===== config.mk =====
export PLATFORM = sky130hd
export DESIGN_NAME = uart_cmd_parser_flat
export DESIGN_NICKNAME = d
export VERILOG_FILES = /design/src/rtl/uart_bridge_pkg.sv /design/src/rtl/uart_cmd_parser_if.sv /design/src/rtl/byte_timeout.sv /design/src/rtl/uart_cmd_parser.sv /design/src/flat_wrapper.sv
export SDC_FILE = /design/constraint.sdc
export NUM_CORES = 1
export LEC_CHECK = 0
export BUFFER_PORTS_ARGS = -buffer_cell sky130_fd_sc_hd__buf_4
export CAP_MARGIN = 20
export CORE_ASPECT_RATIO = 0.9
export CORE_UTILIZATION = 42
export CTS_BUF_LIST = sky130_fd_sc_hd__clkbuf_16
export CTS_CLUSTER_SIZE = 8
export DETAILED_ROUTE_END_ITERATION = 12
export PLACE_DENSITY = 0.65
export SLEW_MARGIN = 30
export SYNTH_ARGS = -nofsm -noshare
export SYNTH_HDL_FRONTEND = slang
export SYNTH_SLANG_ARGS = --single-unit

===== constraint.sdc =====
create_clock -name clk -period 1.8 [get_ports clk]
set_input_delay 0.54 -clock clk [delete_from_list [all_inputs] [get_ports clk]]
set_output_delay 0.54 -clock clk [all_outputs]
set_load 0.02 [all_outputs]

===== src/rtl/uart_bridge_pkg.sv =====
`default_nettype none
// ============================================================================
//  Module      : uart_bridge_pkg
//  Description : Shared types and constants for the UART command bridge.
//                Parser state encoding, error cause codes, frame constants.
//  Revision    : 1.0 - initial release
// ============================================================================
package uart_bridge_pkg;

    localparam logic [7:0] C_SYNC_BYTE_DEFAULT = 8'hA5;
    // Reserved instruction: downstream drains and ignores the payload.
    localparam logic [3:0] C_INSTR_DISCARD     = 4'hF;

    typedef enum logic [2:0] {
        ST_IDLE       = 3'd0,
        ST_HDR        = 3'd1,
        ST_LEN        = 3'd2,
        ST_WAIT_SPACE = 3'd3,
        ST_PAYLOAD    = 3'd4,
        ST_COMMIT     = 3'd5,
        ST_SKIP       = 3'd6,
        ST_PAD        = 3'd7
    } parser_state_e;

    typedef enum logic [2:0] {
        ERR_NONE            = 3'd0,
        ERR_HDR_TIMEOUT     = 3'd1,
        ERR_ILLEGAL_INSTR   = 3'd2,
        ERR_PAYLOAD_TIMEOUT = 3'd3,
        ERR_LEN_TOO_BIG     = 3'd4
    } err_code_e;

endpackage
`default_nettype wire


===== src/rtl/uart_cmd_parser_if.sv =====
`default_nettype none
// ============================================================================
//  Module      : uart_cmd_parser_if
//  Description : Bundles the RX byte stream, the command/payload FIFO write
//                ports and the error/status outputs of the command parser.
//                master : parser side (drives rx_ready, FIFO writes, errors)
//                slave  : environment side (drives RX bytes, FIFO status)
//  Revision    : 1.0 - initial release
// ============================================================================
interface uart_cmd_parser_if;
    logic       rx_valid;
    logic [7:0] rx_data;
    logic       rx_ready;
    logic       cmd_wr_en;
    logic [3:0] cmd_instr;
    logic [7:0] cmd_len;
    logic       cmd_full;
    logic       pl_wr_en;
    logic [7:0] pl_data;
    logic [8:0] pl_free;
    logic       err_valid;
    logic [2:0] err_code;
    logic       busy;

    modport master (
        input  rx_valid, rx_data, cmd_full, pl_free,
        output rx_ready, cmd_wr_en, cmd_instr, cmd_len,
               pl_wr_en, pl_data, err_valid, err_code, busy
    );

    modport slave (
        output rx_valid, rx_data, cmd_full, pl_free,
        input  rx_ready, cmd_wr_en, cmd_instr, cmd_len,
               pl_wr_en, pl_data, err_valid, err_code, busy
    );
endinterface
`default_nettype wire


===== src/rtl/byte_timeout.sv =====
`default_nettype none
// ============================================================================
//  Module      : byte_timeout
//  Description : Inter-byte timeout counter. Counts while enable is high,
//                returns to zero on clear. expired is a combinational pulse
//                in the cycle the count sits at TIMEOUT-1 with no clear.
//  Ports       : clk, rst (sync, active-high), enable, clear -> expired
//  Revision    : 1.0 - initial release
// ============================================================================
module byte_timeout #(
    parameter logic [15:0] TIMEOUT = 16'd50000
) (
    input  wire logic clk,
    input  wire logic rst,
    input  wire logic enable,
    input  wire logic clear,
    output logic      expired
);
    logic [15:0] r_count;

    always_ff @(posedge clk) begin
        if (rst || clear) begin
            r_count <= 16'd0;
        end else if (enable) begin
            r_count <= r_count + 16'd1;
        end
    end

    assign expired = enable && !clear && (r_count == TIMEOUT - 16'd1);
endmodule
`default_nettype wire


===== src/rtl/uart_cmd_parser.sv =====
`default_nettype none
// ============================================================================
//  Module      : uart_cmd_parser
//  Description : Parses SYNC/HDR/LEN/payload host frames from the UART RX
//                stream. Payload bytes are written to the payload FIFO and a
//                single {instr, len} entry to the command FIFO per frame.
//                Space for the whole frame is reserved before any payload
//                byte is accepted, so both FIFOs always stay consistent.
//  Ports       : clk, rst (sync, active-high), bus (uart_cmd_parser_if.master)
//  Revision    : 1.0 - initial release
// ============================================================================
module uart_cmd_parser
    import uart_bridge_pkg::*;
#(
    parameter logic [7:0]  SYNC_BYTE = C_SYNC_BYTE_DEFAULT,
    parameter logic [15:0] TIMEOUT   = 16'd50000,
    parameter int          PL_DEPTH  = 256
) (
    input  wire logic           clk,
    input  wire logic           rst,
    uart_cmd_parser_if.master   bus
);
    localparam logic [9:0] C_PL_DEPTH = 10'(PL_DEPTH);

    parser_state_e r_state;
    logic [3:0]    r_instr;
    logic [7:0]    r_len;
    logic [8:0]    r_rem;
    logic          r_cmd_wr_en;
    logic [3:0]    r_cmd_instr;
    logic [7:0]    r_cmd_len;
    logic          r_pl_wr_en;
    logic [7:0]    r_pl_data;
    logic          r_err_valid;
    err_code_e     r_err_code;

    logic w_rx_ready;
    logic w_xfer;
    logic w_tmo_en;
    logic w_tmo_clear;
    logic w_expired;

    assign w_rx_ready = !(r_state inside {ST_WAIT_SPACE, ST_PAD, ST_COMMIT});
    assign w_xfer     = bus.rx_valid && w_rx_ready;
    assign w_tmo_en   = r_state inside {ST_HDR, ST_LEN, ST_PAYLOAD, ST_SKIP};
    // Every entry into a counting state is either caused by a transfer or
    // comes from a non-counting state, so holding the counter at zero
    // outside the counting states covers the clear-on-state-change rule.
    assign w_tmo_clear = w_xfer || !w_tmo_en;

    byte_timeout #(.TIMEOUT(TIMEOUT)) u_timeout (
        .clk     (clk),
        .rst     (rst),
        .enable  (w_tmo_en),
        .clear   (w_tmo_clear),
        .expired (w_expired)
    );

    always_ff @(posedge clk) begin
        if (rst) begin
            r_state     <= ST_IDLE;
            r_instr     <= 4'd0;
            r_len       <= 8'd0;
            r_rem       <= 9'd0;
            r_cmd_wr_en <= 1'b0;
            r_cmd_instr <= 4'd0;
            r_cmd_len   <= 8'd0;
            r_pl_wr_en  <= 1'b0;
            r_pl_data   <= 8'd0;
            r_err_valid <= 1'b0;
            r_err_code  <= ERR_NONE;
        end else begin
            r_cmd_wr_en <= 1'b0;
            r_pl_wr_en  <= 1'b0;
            r_err_valid <= 1'b0;
            case (r_state)
                ST_IDLE: begin
                    if (w_xfer && bus.rx_data == SYNC_BYTE) r_state <= ST_HDR;
                end
                ST_HDR: begin
                    if (w_xfer) begin
                        r_instr <= bus.rx_data[7:4];
                        r_state <= ST_LEN;
                    end else if (w_expired) begin
                        r_err_valid <= 1'b1;
                        r_err_code  <= ERR_HDR_TIMEOUT;
                        r_state     <= ST_IDLE;
                    end
                end
                ST_LEN: begin
                    if (w_xfer) begin
                        r_len <= bus.rx_data;
                        r_rem <= {1'b0, bus.rx_data};
                        if (r_instr == C_INSTR_DISCARD ||
                            {2'b00, bus.rx_data} > C_PL_DEPTH) begin
                            r_err_valid <= 1'b1;
                            r_err_code  <= (r_instr == C_INSTR_DISCARD) ?
                                           ERR_ILLEGAL_INSTR : ERR_LEN_TOO_BIG;
                            // Nothing to skip for a zero-length frame.
                            r_state     <= (bus.rx_data == 8'd0) ? ST_IDLE : ST_SKIP;
                        end else begin
                            r_state <= ST_WAIT_SPACE;
                        end
                    end else if (w_expired) begin
                        r_err_valid <= 1'b1;
                        r_err_code  <= ERR_HDR_TIMEOUT;
                        r_state     <= ST_IDLE;
                    end
                end
                ST_WAIT_SPACE: begin
                    if (!bus.cmd_full && {1'b0, r_len} <= bus.pl_free) begin
                        r_state <= (r_len == 8'd0) ? ST_COMMIT : ST_PAYLOAD;
                    end
                end
                ST_PAYLOAD: begin
                    if (w_xfer) begin
                        r_pl_wr_en <= 1'b1;
                        r_pl_data  <= bus.rx_data;
                        r_rem      <= r_rem - 9'd1;
                        if (r_rem == 9'd1) r_state <= ST_COMMIT;
                    end else if (w_expired) begin
                        r_err_valid <= 1'b1;
                        r_err_code  <= ERR_PAYLOAD_TIMEOUT;
                        // The padded frame is committed as DISCARD so the
                        // consumer still drains exactly len bytes.
                        r_instr     <= C_INSTR_DISCARD;
                        r_state     <= ST_PAD;
                    end
                end
                ST_PAD: begin
                    r_pl_wr_en <= 1'b1;
                    r_pl_data  <= 8'd0;
                    r_rem      <= r_rem - 9'd1;
                    if (r_rem == 9'd1) r_state <= ST_COMMIT;
                end
                ST_COMMIT: begin
                    r_cmd_wr_en <= 1'b1;
                    r_cmd_instr <= r_instr;
                    r_cmd_len   <= r_len;
                    r_state     <= ST_IDLE;
                end
                ST_SKIP: begin
                    if (w_xfer) begin
                        r_rem <= r_rem - 9'd1;
                        if (r_rem == 9'd1) r_state <= ST_IDLE;
                    end else if (w_expired) begin
                        r_err_valid <= 1'b1;
                        r_err_code  <= ERR_HDR_TIMEOUT;
                        r_state     <= ST_IDLE;
                    end
                end
                default: r_state <= ST_IDLE;
            endcase
        end
    end

    assign bus.rx_ready  = w_rx_ready;
    assign bus.cmd_wr_en = r_cmd_wr_en;
    assign bus.cmd_instr = r_cmd_instr;
    assign bus.cmd_len   = r_cmd_len;
    assign bus.pl_wr_en  = r_pl_wr_en;
    assign bus.pl_data   = r_pl_data;
    assign bus.err_valid = r_err_valid;
    assign bus.err_code  = r_err_code;
    assign bus.busy      = (r_state != ST_IDLE);
endmodule
`default_nettype wire


===== src/flat_wrapper.sv =====
// flat-port wrapper written by rule: the top's interface ports become plain ports
module uart_cmd_parser_flat import uart_bridge_pkg::*;
#(
    parameter logic [7:0]  SYNC_BYTE = C_SYNC_BYTE_DEFAULT,
    parameter logic [15:0] TIMEOUT   = 16'd50000,
    parameter int          PL_DEPTH  = 256
)
  (clk, rst, bus_rx_valid, bus_rx_data, bus_cmd_full, bus_pl_free, bus_rx_ready, bus_cmd_wr_en, bus_cmd_instr, bus_cmd_len, bus_pl_wr_en, bus_pl_data, bus_err_valid, bus_err_code, bus_busy);
  uart_cmd_parser_if bus_i ();
  input  wire logic clk;
  input  wire logic rst;
  input wire logic [$bits(bus_i.rx_valid)-1:0] bus_rx_valid;
  input wire logic [$bits(bus_i.rx_data)-1:0] bus_rx_data;
  input wire logic [$bits(bus_i.cmd_full)-1:0] bus_cmd_full;
  input wire logic [$bits(bus_i.pl_free)-1:0] bus_pl_free;
  output wire logic [$bits(bus_i.rx_ready)-1:0] bus_rx_ready;
  output wire logic [$bits(bus_i.cmd_wr_en)-1:0] bus_cmd_wr_en;
  output wire logic [$bits(bus_i.cmd_instr)-1:0] bus_cmd_instr;
  output wire logic [$bits(bus_i.cmd_len)-1:0] bus_cmd_len;
  output wire logic [$bits(bus_i.pl_wr_en)-1:0] bus_pl_wr_en;
  output wire logic [$bits(bus_i.pl_data)-1:0] bus_pl_data;
  output wire logic [$bits(bus_i.err_valid)-1:0] bus_err_valid;
  output wire logic [$bits(bus_i.err_code)-1:0] bus_err_code;
  output wire logic [$bits(bus_i.busy)-1:0] bus_busy;
  assign bus_i.rx_valid = bus_rx_valid;
  assign bus_i.rx_data = bus_rx_data;
  assign bus_i.cmd_full = bus_cmd_full;
  assign bus_i.pl_free = bus_pl_free;
  assign bus_rx_ready = bus_i.rx_ready;
  assign bus_cmd_wr_en = bus_i.cmd_wr_en;
  assign bus_cmd_instr = bus_i.cmd_instr;
  assign bus_cmd_len = bus_i.cmd_len;
  assign bus_pl_wr_en = bus_i.pl_wr_en;
  assign bus_pl_data = bus_i.pl_data;
  assign bus_err_valid = bus_i.err_valid;
  assign bus_err_code = bus_i.err_code;
  assign bus_busy = bus_i.busy;
  uart_cmd_parser #(.SYNC_BYTE(SYNC_BYTE), .TIMEOUT(TIMEOUT), .PL_DEPTH(PL_DEPTH)) u_core (.clk(clk), .rst(rst), .bus(bus_i));
endmodule

==> results.md <==
* DP Area at 4019 um^2
* Final setup viols at 0
* Setup repair after global routing missed its margin: yes
* Largest family of logic cells by synthesized area: simple AND/OR/NAND/NOR gates
* Top post-synthesis cells by area: dfxtp_1 (40%), nand2_1 (9.5%), a21oi_1 (6.6%), nor2_1 (4.5%), ha_1 (4.2%)
* Worst path bufs/invs at 2
* Overflow after GRT at 0
* Seq cells post-synth at 66
* Peak VDD IR at 0.4883 mV
* Worst-path clk slew at 60 ps
* Port Buf Inserts at 48
* CTS Buf Count at 9
* Max Cap Viol at 0
* Critical path cell sequence: buf_6 -> o21ai_4 -> buf_6
* Mapped Cells at 425
* Outcome: completed
* Pin count of the biggest net entering global routing at 21
* Crit-path max FO at 11
* Global Route Usage Sum at 23.40%
* Ports at 49
* Chip height at 85.86 um
* Proportion of layout cells with a drive suffix above 1 at 29.73%
* Area delta synth->final at 36.94%
* Post-synth top area cell: dfxtp_1
* Fin worst setup slack at 23.26 ps
* Hold crit path type: flip-flop to flip-flop
* Pwr Density at 745.6 nW/um^2
* Setup CP Type: flip-flop to output port
* Final Max Slew Viols at 0
* Starting Density at 43.50%
* Yosys cell types at 52
* DRT antenna net count at 0
* Adder-cell share of the synthesized area at 4.194%
* Core footprint at 7545 um^2
* Mean cell area of the mapped netlist at 7.722 um^2
* # diodes at 0
* Max_slew headroom at 72.19%
* Synth Area in Compound Gates at 16.74%
* Setup crit end kind: output port
* Crit-path most repeated cell: buf_6
* Drt pass-1 iters at 4
* Critical Path RT at 1260 ps
* CTS tree: built
* Mean number of vias per cell at 5.370
* Max Freq at 562.8 MHz
* Post-synthesis sequential area ratio at 40.26%
* Final #Nets at 545
* Critical Path Max Stage Delay at 370 ps
* Clock Path Buffers at 2
* # DRC at 0
* Top cell type's share of synthesized area at 40.26%
* WL/cell at 15.14 um
* Cts hold-fix bufs at 0
* Fin area at 4494 um^2
* Initial antenna violation count at 0
* Rows at 30
* Post-synth EDFFs at 0
* Main synth FF type: dfxtp_1
* Most frequent cell after synthesis: nand2_1
* Xor and xnor area share after synthesis at 4.003%
* Clk_skew at 9.362 ps
* Finished Layout Cells at 614
* Fraction of registers with async set or reset after synthesis at 0%
* Root Buffer: clkbuf_16
* Post-synthesis mux area share at 0.3050%
* DP Cell Count at 590
* Post-synthesis simple-gate area fraction at 29.36%
* Final critical-path share of the clock period at 98.71%
* Chip Width at 95.18 um
* Leak Pwr at 1.683 nW
* DR iter-0 viols at 254
* Synth Cell Area at 3282 um^2
* First-pass GRT wire length at 14680 um
* Total Routed Length at 9299 um
* Routability congestion estimate at 0.8904
* Pre-CTS setup slack at -288.6 ps
* Clk sinks at 66
* Routed vias at 3297
* Final Hold Viols at 0
* Fin crit period at 1777 ps
* HPWL reported at the end of detailed placement at 6523 um
* H-tree depth reported by CTS at 3
* Syn nets at 457
* Die area at 8172 um^2
* Vias in the first global route at 3074
* Final total power at 3.351 mW
* Clock Latency Late Sink at 330 ps
* CP startpoint kind: flip-flop
* YS warnings at 0
* Worst-Margin Slew at 417.2 ps
* CP top delay family: flip-flops
* Synth cell count leaders: nand2_1 (83), dfxtp_1 (66), a21oi_1 (43), nor2_1 (39), inv_1 (21)
* Slowest stage cell, crit path: dfxtp_1
* CP arrival at 1240 ps
-- worst register-to-register path: stages, from the launching register on --
cell and delay [ps]:
dfxtp_1 320, ha_1 320, a211oi_2 260, o211ai_1 170, o2111ai_2 280, and2_4 210, a211oi_1 60
-- registers in the layout (all words and copies together), names as in the netlist --
name and cells:
u_core.r_rem 9, u_core.r_instr 4, u_core.bus.err_code 3, u_core.bus.cmd_wr_en 1
u_core.u_timeout.r_count 16, u_core.bus.pl_data 8, u_core.r_state 3, u_core.bus.pl_wr_en 1
u_core.bus.err_valid 1, u_core.r_len 8, u_core.bus.cmd_instr 4, u_core.bus.cmd_len 8
-- final timing paths --
check / to / cells past startpoint / from / slack, ps
max: bus_rx_ready / 3 / u_core.r_state[2]$_SDFFE_PP0P_ / 20
min: u_core.bus.cmd_len[4]$_SDFFE_PP0P_ / 2 / u_core.bus.cmd_len[4]$_SDFFE_PP0P_ / 450
max reg2reg: u_core.r_state[1]$_SDFFE_PP0P_ / 6 / u_core.r_len[6]$_SDFFE_PP0P_ / 60
min reg2reg: u_core.bus.cmd_len[4]$_SDFFE_PP0P_ / 2 / u_core.bus.cmd_len[4]$_SDFFE_PP0P_ / 450
-- placed cells by master, fill, tap and decap left out, drive strengths merged, types with 6 or more instances in the layout --
cell     n
nor3    12
nand3   14
or3      8
ha      11
o21ai   15
inv     23
nand2b   6
nand2   83
nor2    39
dfxtp   66
buf     99
nor4     6
clkbuf   9
xnor2   13
a21oi   43
-- kinds of logic (layout without fill, tap and decap cells) --
family                     count (synthesis)  after routing
AOI/OAI and AO/OA                         91             91
muxes                                      1              1
adders and majority gates                 11             11
xor gates and xnor gates                  15             15
DFF                                       66             66
buffers and inverters                     43            136
and+or+nand+nor                          198            198
-- metrics by stage --
stage	hold slack (ps)	setup TNS [ps]	util, %
2_1_floorplan	413.2	-73.03	-
3_3_place_gp	446.2	-579.3	53.27
3_5_place_dp	448.4	-769.9	53.27
4_1_cts	456.1	0	57.94
5_1_grt	469.7	-109.3	59.57
6_report	454.9	0	59.57
-- layout make-up --
type | count | area, um^2
clock buffers | 9 | 225.2
repair buffers | 99 | 754.5
multi-input cells | 316 | 1904
clock inverters | 7 | 76.32
well taps | 96 | 120.1
flip-flops and latches | 66 | 1335
fillers | 701 | 3050
inverters | 21 | 78.83
-- layer usage --
| metal | vias to the layer above | track usage (%) | share of wire [%] |
|---|---|---|---|
| li1 | 1660 | - | - |
| met5 | - | 0 | 0 |
| met3 | 19 | 5.408 | 5.0 |
| met2 | 95 | 37.14 | 46 |
| met4 | 0 | 9.917 | 2.1 |
| met1 | 1523 | 30.31 | 47 |
-- report_power, final --
part | switching (mW) | internal, mW | total (mW)
Clock | 0.665 | 1.08 | 1.75
Combinational | 0.0763 | 0.0712 | 0.148
Sequential | 0.000181 | 1.46 | 1.46
Total | 0.742 | 2.61 | 3.35
-- repair_timing --
action                                  in CTS  in global routing
gates resized for setup                      9                 24
buffers inserted                             3                  5
endpoints found under the setup margin       4                 11
pin swaps                                    3                 19
endpoints found under the hold margin        0                  0
(Power assumes the default switching activity.)
